[src/rtl/dmaio_if.sv]
// CPU register-port and initiator-bus signals of the dmaio byte-copy DMA engine.
// The slave modport is the engine's view; master is the system/top-level view.
interface dmaio_if;
    logic        cs;
    logic        rw;
    logic [2:0]  AD;
    logic [7:0]  DI;
    logic [7:0]  DO;
    logic        m_own;
    logic [15:0] m_AD;
    logic [7:0]  m_DO;
    logic [7:0]  m_DI;
    logic        m_rw;
    logic        m_vma;

    modport master (
        output cs, rw, AD, DI, m_DI,
        input  DO, m_own, m_AD, m_DO, m_rw, m_vma
    );

    modport slave (
        input  cs, rw, AD, DI, m_DI,
        output DO, m_own, m_AD, m_DO, m_rw, m_vma
    );
endinterface

[src/rtl/dmaio.sv]
// Byte-copy DMA engine: eight CPU-visible registers plus a bus-initiator FSM that
// holds the CPU, copies CNT bytes SRC->DST in 3-cycle RD/RDW/WR steps, then releases.
module dmaio #(
    parameter int unsigned HOLD_WAIT = 2
) (
    input  logic     clk,
    input  logic     rst,
    dmaio_if.slave   bus,
    output logic     irq,
    output logic     hold
);

    typedef enum logic [2:0] {
        S_IDLE = 3'd0,
        S_REQ  = 3'd1,
        S_RD   = 3'd2,
        S_RDW  = 3'd3,
        S_WR   = 3'd4
    } state_t;

    localparam logic [3:0] WAIT_INIT = 4'(HOLD_WAIT - 1);

    state_t      state_q, state_d;
    logic [15:0] src_q, src_d;
    logic [15:0] dst_q, dst_d;
    logic [15:0] cnt_q, cnt_d;
    logic        ie_q, ie_d;
    logic        src_fix_q, src_fix_d;
    logic        dst_fix_q, dst_fix_d;
    logic        done_q, done_d;
    logic        aborted_q, aborted_d;
    logic        abort_pend_q, abort_pend_d;
    logic [3:0]  wait_q, wait_d;
    logic [7:0]  buf_q, buf_d;
    logic        irq_q, irq_d;
    logic        hold_q, hold_d;
    logic        m_own_q, m_own_d;
    logic [15:0] m_ad_q, m_ad_d;
    logic [7:0]  m_do_q, m_do_d;
    logic        m_rw_q, m_rw_d;
    logic        m_vma_q, m_vma_d;

    logic        busy_s;
    logic        wr_s;
    logic        ctrl_wr_s;
    logic        start_s;
    logic        abort_s;
    logic        stat_rd_s;
    logic [7:0]  do_s;

    assign busy_s    = (state_q != S_IDLE);
    assign wr_s      = bus.cs & ~bus.rw;
    assign ctrl_wr_s = wr_s & (bus.AD == 3'd6);
    assign start_s   = ctrl_wr_s & bus.DI[0];
    assign abort_s   = ctrl_wr_s & bus.DI[7];
    assign stat_rd_s = bus.cs & bus.rw & (bus.AD == 3'd7);

    // Next-state logic: register writes, FSM sequencing and the registered bus outputs
    always_comb begin
        state_d      = state_q;
        src_d        = src_q;
        dst_d        = dst_q;
        cnt_d        = cnt_q;
        ie_d         = ie_q;
        src_fix_d    = src_fix_q;
        dst_fix_d    = dst_fix_q;
        done_d       = done_q;
        aborted_d    = aborted_q;
        abort_pend_d = abort_pend_q;
        wait_d       = wait_q;
        buf_d        = buf_q;

        if (!busy_s && wr_s) begin
            case (bus.AD)
                3'd0:    src_d[15:8] = bus.DI;
                3'd1:    src_d[7:0]  = bus.DI;
                3'd2:    dst_d[15:8] = bus.DI;
                3'd3:    dst_d[7:0]  = bus.DI;
                3'd4:    cnt_d[15:8] = bus.DI;
                3'd5:    cnt_d[7:0]  = bus.DI;
                3'd6: begin
                    ie_d      = bus.DI[1];
                    src_fix_d = bus.DI[2];
                    dst_fix_d = bus.DI[3];
                end
                default: ;
            endcase
        end else begin
            state_d = state_q;
        end

        if (stat_rd_s) begin
            done_d    = 1'b0;
            aborted_d = 1'b0;
        end else begin
            done_d = done_q;
        end

        case (state_q)
            S_IDLE: begin
                if (start_s) begin
                    aborted_d = 1'b0;
                    if (cnt_q != 16'd0) begin
                        state_d = S_REQ;
                        done_d  = 1'b0;
                        wait_d  = WAIT_INIT;
                    end else begin
                        done_d = 1'b1;
                    end
                end else begin
                    abort_pend_d = 1'b0;
                end
            end
            S_REQ: begin
                if (abort_s) begin
                    state_d   = S_IDLE;
                    done_d    = 1'b1;
                    aborted_d = 1'b1;
                end else if (wait_q == 4'd0) begin
                    state_d = S_RD;
                end else begin
                    wait_d = wait_q - 4'd1;
                end
            end
            S_RD: begin
                if (abort_s) begin
                    abort_pend_d = 1'b1;
                end else begin
                    abort_pend_d = abort_pend_q;
                end
                state_d = S_RDW;
            end
            S_RDW: begin
                if (abort_s) begin
                    abort_pend_d = 1'b1;
                end else begin
                    abort_pend_d = abort_pend_q;
                end
                buf_d   = bus.m_DI;
                state_d = S_WR;
            end
            S_WR: begin
                if (!src_fix_q) begin
                    src_d = src_q + 16'd1;
                end else begin
                    src_d = src_q;
                end
                if (!dst_fix_q) begin
                    dst_d = dst_q + 16'd1;
                end else begin
                    dst_d = dst_q;
                end
                cnt_d = cnt_q - 16'd1;
                // An ABORT written during this very WR cycle still stops after this byte
                if ((cnt_d == 16'd0) || abort_pend_q || abort_s) begin
                    state_d      = S_IDLE;
                    done_d       = 1'b1;
                    aborted_d    = abort_pend_q | abort_s;
                    abort_pend_d = 1'b0;
                end else begin
                    state_d = S_RD;
                end
            end
            default: begin
                state_d = S_IDLE;
            end
        endcase

        hold_d  = (state_d != S_IDLE);
        m_own_d = (state_d == S_RD) || (state_d == S_RDW) || (state_d == S_WR);
        m_vma_d = (state_d == S_RD) || (state_d == S_WR);
        m_rw_d  = (state_d != S_WR);
        case (state_d)
            S_RD, S_RDW: begin
                m_ad_d = src_d;
                m_do_d = 8'h00;
            end
            S_WR: begin
                m_ad_d = dst_d;
                m_do_d = buf_d;
            end
            default: begin
                m_ad_d = 16'h0000;
                m_do_d = 8'h00;
            end
        endcase
        irq_d = done_d & ie_d;
    end

    // State and output registers with synchronous reset
    always_ff @(posedge clk) begin
        if (rst) begin
            state_q      <= S_IDLE;
            src_q        <= 16'h0000;
            dst_q        <= 16'h0000;
            cnt_q        <= 16'h0000;
            ie_q         <= 1'b0;
            src_fix_q    <= 1'b0;
            dst_fix_q    <= 1'b0;
            done_q       <= 1'b0;
            aborted_q    <= 1'b0;
            abort_pend_q <= 1'b0;
            wait_q       <= 4'd0;
            buf_q        <= 8'h00;
            irq_q        <= 1'b0;
            hold_q       <= 1'b0;
            m_own_q      <= 1'b0;
            m_ad_q       <= 16'h0000;
            m_do_q       <= 8'h00;
            m_rw_q       <= 1'b1;
            m_vma_q      <= 1'b0;
        end else begin
            state_q      <= state_d;
            src_q        <= src_d;
            dst_q        <= dst_d;
            cnt_q        <= cnt_d;
            ie_q         <= ie_d;
            src_fix_q    <= src_fix_d;
            dst_fix_q    <= dst_fix_d;
            done_q       <= done_d;
            aborted_q    <= aborted_d;
            abort_pend_q <= abort_pend_d;
            wait_q       <= wait_d;
            buf_q        <= buf_d;
            irq_q        <= irq_d;
            hold_q       <= hold_d;
            m_own_q      <= m_own_d;
            m_ad_q       <= m_ad_d;
            m_do_q       <= m_do_d;
            m_rw_q       <= m_rw_d;
            m_vma_q      <= m_vma_d;
        end
    end

    // Register read mux, combinational from AD
    always_comb begin
        case (bus.AD)
            3'd0:    do_s = src_q[15:8];
            3'd1:    do_s = src_q[7:0];
            3'd2:    do_s = dst_q[15:8];
            3'd3:    do_s = dst_q[7:0];
            3'd4:    do_s = cnt_q[15:8];
            3'd5:    do_s = cnt_q[7:0];
            3'd6:    do_s = {4'b0000, dst_fix_q, src_fix_q, ie_q, 1'b0};
            3'd7:    do_s = {5'b00000, aborted_q, done_q, busy_s};
            default: do_s = 8'h00;
        endcase
    end

    assign bus.DO    = do_s;
    assign bus.m_own = m_own_q;
    assign bus.m_AD  = m_ad_q;
    assign bus.m_DO  = m_do_q;
    assign bus.m_rw  = m_rw_q;
    assign bus.m_vma = m_vma_q;
    assign irq       = irq_q;
    assign hold      = hold_q;

endmodule

[src/flat_wrapper.sv]
// flat-port wrapper written by rule: the top's interface ports become plain ports
module dmaio_flat 
#(
    parameter int unsigned HOLD_WAIT = 2
)
  (clk, rst, irq, hold, bus_cs, bus_rw, bus_AD, bus_DI, bus_m_DI, bus_DO, bus_m_own, bus_m_AD, bus_m_DO, bus_m_rw, bus_m_vma);
  dmaio_if bus_i ();
  input  logic clk;
  input  logic rst;
  output logic irq;
  output logic hold;
  input wire logic [$bits(bus_i.cs)-1:0] bus_cs;
  input wire logic [$bits(bus_i.rw)-1:0] bus_rw;
  input wire logic [$bits(bus_i.AD)-1:0] bus_AD;
  input wire logic [$bits(bus_i.DI)-1:0] bus_DI;
  input wire logic [$bits(bus_i.m_DI)-1:0] bus_m_DI;
  output wire logic [$bits(bus_i.DO)-1:0] bus_DO;
  output wire logic [$bits(bus_i.m_own)-1:0] bus_m_own;
  output wire logic [$bits(bus_i.m_AD)-1:0] bus_m_AD;
  output wire logic [$bits(bus_i.m_DO)-1:0] bus_m_DO;
  output wire logic [$bits(bus_i.m_rw)-1:0] bus_m_rw;
  output wire logic [$bits(bus_i.m_vma)-1:0] bus_m_vma;
  assign bus_i.cs = bus_cs;
  assign bus_i.rw = bus_rw;
  assign bus_i.AD = bus_AD;
  assign bus_i.DI = bus_DI;
  assign bus_i.m_DI = bus_m_DI;
  assign bus_DO = bus_i.DO;
  assign bus_m_own = bus_i.m_own;
  assign bus_m_AD = bus_i.m_AD;
  assign bus_m_DO = bus_i.m_DO;
  assign bus_m_rw = bus_i.m_rw;
  assign bus_m_vma = bus_i.m_vma;
  dmaio #(.HOLD_WAIT(HOLD_WAIT)) u_core (.clk(clk), .rst(rst), .bus(bus_i), .irq(irq), .hold(hold));
endmodule
[config.mk]
export PLATFORM = sky130hd
export DESIGN_NAME = dmaio_flat
export DESIGN_NICKNAME = d
export VERILOG_FILES = /design/src/rtl/dmaio_if.sv /design/src/rtl/dmaio.sv /design/src/flat_wrapper.sv
export SDC_FILE = /design/constraint.sdc
export NUM_CORES = 1
export LEC_CHECK = 0
export CAP_MARGIN = 25
export CORE_MARGIN = 8
export CORE_UTILIZATION = 56
export DETAILED_ROUTE_END_ITERATION = 8
export PLACE_DENSITY = 0.87
export SLEW_MARGIN = 15
export SYNTH_ARGS = -nofsm -noshare
export SYNTH_HDL_FRONTEND = slang
export SYNTH_SLANG_ARGS = --single-unit
[constraint.sdc]
create_clock -name clk -period 2.9 [get_ports clk]
set_clock_uncertainty 0.2 [all_clocks]
set_input_delay 0.58 -clock clk [delete_from_list [all_inputs] [get_ports clk]]
set_output_delay 0.58 -clock clk [all_outputs]
set_load 0.05 [all_outputs]
# After elaboration in Yosys (flattened, before gate mapping)
# Index checks and enable logic that the tools add are counted.
# classes
n_bitwise	10
reduce_logical	27
n_addsub	4
eq_ne	22
n_mux	45
# op_table
operator	count
$mux 16	8
$pmux 8 s8	1
$mux 8	7
$add 16x1->16 const B	2
$pmux 16 s2	1
$eq 3x2->1 const B	6
$eq 3x3->1 const B	6
$logic_not 16->1	1
$mux 4	4
$reduce_bool 16->1	1
$sub 16x1->16 const B	1
$pmux 3 s5	1
$mux 1	14
$mux 3	4
$pmux 1 s3	3
$reduce_bool 3->1	3
$ne 2x1->1 const B	4
$pmux 4 s2	1
$reduce_bool 2->1	4
$and 1x1->1	7
$eq 3x1->1 const B	2
$logic_not 3->1	2
$ne 2x2->1 const B	3
$reduce_and 2->1	3
other kinds (12)	19
# word_totals
input_bits	23
elab_cells	128
ff_bits	98

# Depth between registers and ports, before layout
# depth
word_depth	10
mapped_depth	10
ltp_nobuf	8

# Worst setup path after synthesis
# OpenSTA, ideal clock, no wires.
# synth_path
path_type	input-to-output
from	in bus_AD[1]
to	out bus_DO[4]
stages	7
t_arrival_ps	2827
n_path_buf	2
setup_slack_ps	-707
path_cell_list	clkbuf_1 -> buf_1 -> mux2i_1 -> nand2_1 -> o31ai_1 -> o22ai_1 -> a21boi_0
# synth_between
elab_chain_len	2
elab_cells_between_ends	9
# synth_lines
item	line_no	text
start, declared	flat_wrapper.sv:14	input wire logic [$bits(bus_i.AD)-1:0] bus_AD;
$eq 3x3->1 (tied with other cells)	dmaio.sv:237	case (bus.AD)
$pmux 8 s8 (*)	dmaio.sv:237	
end, declared	flat_wrapper.sv:17	output wire logic [$bits(bus_i.DO)-1:0] bus_DO;
# Every way passes the cells marked *; elsewhere a longest branch is shown, timed or not.

# Worst setup path after layout
# layout_path
from	in bus_AD[1]
to	out bus_DO[2]
# The elaborated chain is that of the path after synthesis.

==> flow_metrics.tcl <==
set metrics [dict create \
    regArea_um2 1800 \
    synth_area_leaders "dfxtp_1 35%, nor2_1 7.1%, nand2_1 4.1%" \
    worstMarginPinSlew_ns 0.819 \
    grt_pass1_wl_mm 28.3 \
    portBuffers 59 \
    core_area_um2 9060 \
    synth_warnings 0 \
    mostFrequentLayoutCell "nor2_1" \
    synth_top_area_frac 0.349 \
    synth_cell_types 74 \
    report.final.slew_viol_count 0 \
    synth.avg_cell_area_um2 7.79 \
    multiInputGateArea_um2 3060 \
    die_y_um 112 \
    status "completed" \
    vdd.ir_drop.worst_mv 0.326 \
    die_w_um 112 \
    max_freq_mhz 354 \
    worst_r2r_path_depth 8 \
    first_pass_iters 5 \
    cts_max_level 3 \
    drt_iter0_drc 561 \
    cts_root_buf "clkbuf_8" \
    maxCapViolations 0 \
    fillCellCount 711 \
    path_max_fanout 6 \
    synth_area_um2 5160 \
    num_rows 35 \
    final_hold_viol_count 0 \
    nNetsFinal 781 \
    yosys.area.top_type "dfxtp_1" \
    grt-ovfl-total 0 \
    worstPathArrival_ns 2.04 \
    routed_wl_mm 17.6 \
    die_area_um2 12500 \
    synth-seq-cells 90 \
    setup-violations-final 0 \
    vias_per_cell 6.59 \
    hold_path_class "register to register" \
    synthCells 662 \
    area_growth_pct 24.6 \
    cts-buffers-inserted 9 \
    drtAntennaViolNets 0 \
    final_area_um2 6420 \
    dpl.cell_count 849 \
    hold_depth 2 \
    clk_pin_slew_ns 0.09 \
    antenna_found_initial 0 \
    via_count 5717 \
    finalNonFillerCells 868 \
    clock_latency_ns 0.37 \
    powerDensity_nw_per_um2 385 \
    holdBufCountCts 0 \
    synth_flop_cell "dfxtp_1" \
    cts.path.max_buffers 2 \
    leakage_nw 2.47 \
    place.gp.congestion 0.971 \
    route.detailed.drc 0 \
    crit_path_end_kind "output pin" \
    fin_crit_sh 0.973 \
    place_area_um2 6170 \
    layout-drive-gt1-share 0.166 \
    slew-limit-headroom 0.452 \
    initial_core_util 0.569 \
    cts_num_sinks 90 \
    worst_ep_required_time_ns 2.12 \
    path_class "input port to output pin" \
    yosysSeqAreaShare 0.349 \
    routedWlPerCell_um 20.3 \
    syn-num-nets 691 \
    start_kind "input port" \
    synth-edff-count 0 \
    grt_pass1_vias 5487 \
    fin_crit_ns 2.82 \
    async_flop_share 0 \
    dp_hpwl_mm 12.9 \
    grt_usage 0.278 \
    final_cell_mix "97 x nor2_1, 90 x dfxtp_1, 71 x buf_4" \
    diodes 0 \
    pin_count 60 \
    cts_tree "built" \
    grt_max_degree 30 \
]
[where the power goes]
| group | switching [W] | total (W) | internal [W] |
|---|---|---|---|
| sequential | 0.0000232 | 0.00127 | 0.00125 |
| clock | 0.000475 | 0.000876 | 0.000401 |
| combinational | 0.000189 | 0.000325 | 0.000136 |
[cells by family (layout without fill, tap and decap cells)]
| logic type | Yosys count | after routing | synth area share |
|---|---|---|---|
| simple gates | 300 | 300 | 0.286 |
| compound gates | 173 | 173 | 0.229 |
| flops | 90 | 90 | 0.349 |
| buf+inv | 70 | 165 | 0.0694 |
| mux | 20 | 20 | 0.0463 |
| fa+ha+maj | 6 | 6 | 0.0146 |
| xor+xnor | 3 | 3 | 0.00510 |
[worst max-delay path, stage by stage]
cell and delay, ns:
dlygate4sd2_1 0.36, clkinv_2 0.16, o21a_1 0.21, a21oi_1 0.12, o22a_1 0.20, nor2_2 0.07, a2bb2oi_4 0.14, buf_4 0.19
[cells in the mapped netlist, drive strengths merged (14+ instances only)]
cell type,count
nor2,98
dfxtp,90
nand2,56
nor3,39
clkbuf,36
a21oi,34
o21ai,34
nand3,24
inv,19
o22ai,19
mux2i,16
buf,14
[layout make-up]
cell class / instances / area share
tap: 111 / 0.0216
multi-input combinational: 502 / 0.477
inverter: 20 / 0.0119
timing repair buffer: 129 / 0.179
clock buffer: 10 / 0.0199
clock inverter: 6 / 0.0101
sequential: 90 / 0.281
[worst paths after layout]
kind / from / endpoint / slack (ns)
hold reg to reg: u_core.cnt_q[15] / u_core.cnt_q[15] / 0.30
hold / removal: u_core.cnt_q[15] / u_core.cnt_q[15] / 0.30
setup reg to reg: u_core.cnt_q[0] / u_core.done_q / 0.09
setup / recovery: bus_AD[1] / bus_DO[2] / 0.08
[through the flow]
step	TNS (ns)	utilization	hold slack, ns	setup WS (ns)	total power [W]
after floorplan	-0.367	-	0.240	-0.184	0.00147
after global placement	-0.682	0.681	0.266	-0.149	0.00160
after detailed placement	-2.52	0.681	0.277	-0.195	0.00161
after CTS	0	0.706	0.288	0.0797	0.00246
after global routing	-0.0877	0.708	0.324	-0.0270	0.00254
final	0	0.708	0.297	0.0789	0.00247
[routing by layer]
metal | part of all wire | vias up | wire length [µm] | global-route usage
li1 | - | 2630 | - | -
met5 | 0 | - | 0 | 0
met4 | 0.048 | 0 | 844 | 0.136
met3 | 0.11 | 79 | 1920 | 0.0660
met2 | 0.44 | 371 | 7750 | 0.429
met1 | 0.40 | 2637 | 7070 | 0.356
[sequential cells by signal, summed over array words and instances, names as in the netlist]
register	flops
u_core.abort_pend_q	1
u_core.aborted_q	1
u_core.bus.m_AD	16
u_core.bus.m_DO	8
u_core.bus.m_own	1
u_core.bus.m_rw	1
u_core.bus.m_vma	1
u_core.cnt_q	16
u_core.done_q	1
u_core.dst_fix_q	1
u_core.dst_q	16
u_core.hold	1
u_core.ie_q	1
u_core.irq	1
u_core.src_fix_q	1
u_core.src_q	16
u_core.state_q	3
u_core.wait_q	4
[what timing repair did]
action,4_1_cts,5_1_grt
cloned,0,0
pin swaps,0,1
setup endpoints to repair,7,6
gates resized for setup,8,5
setup buffers,3,0
Note: power is estimated with default switching activity, not from simulation.
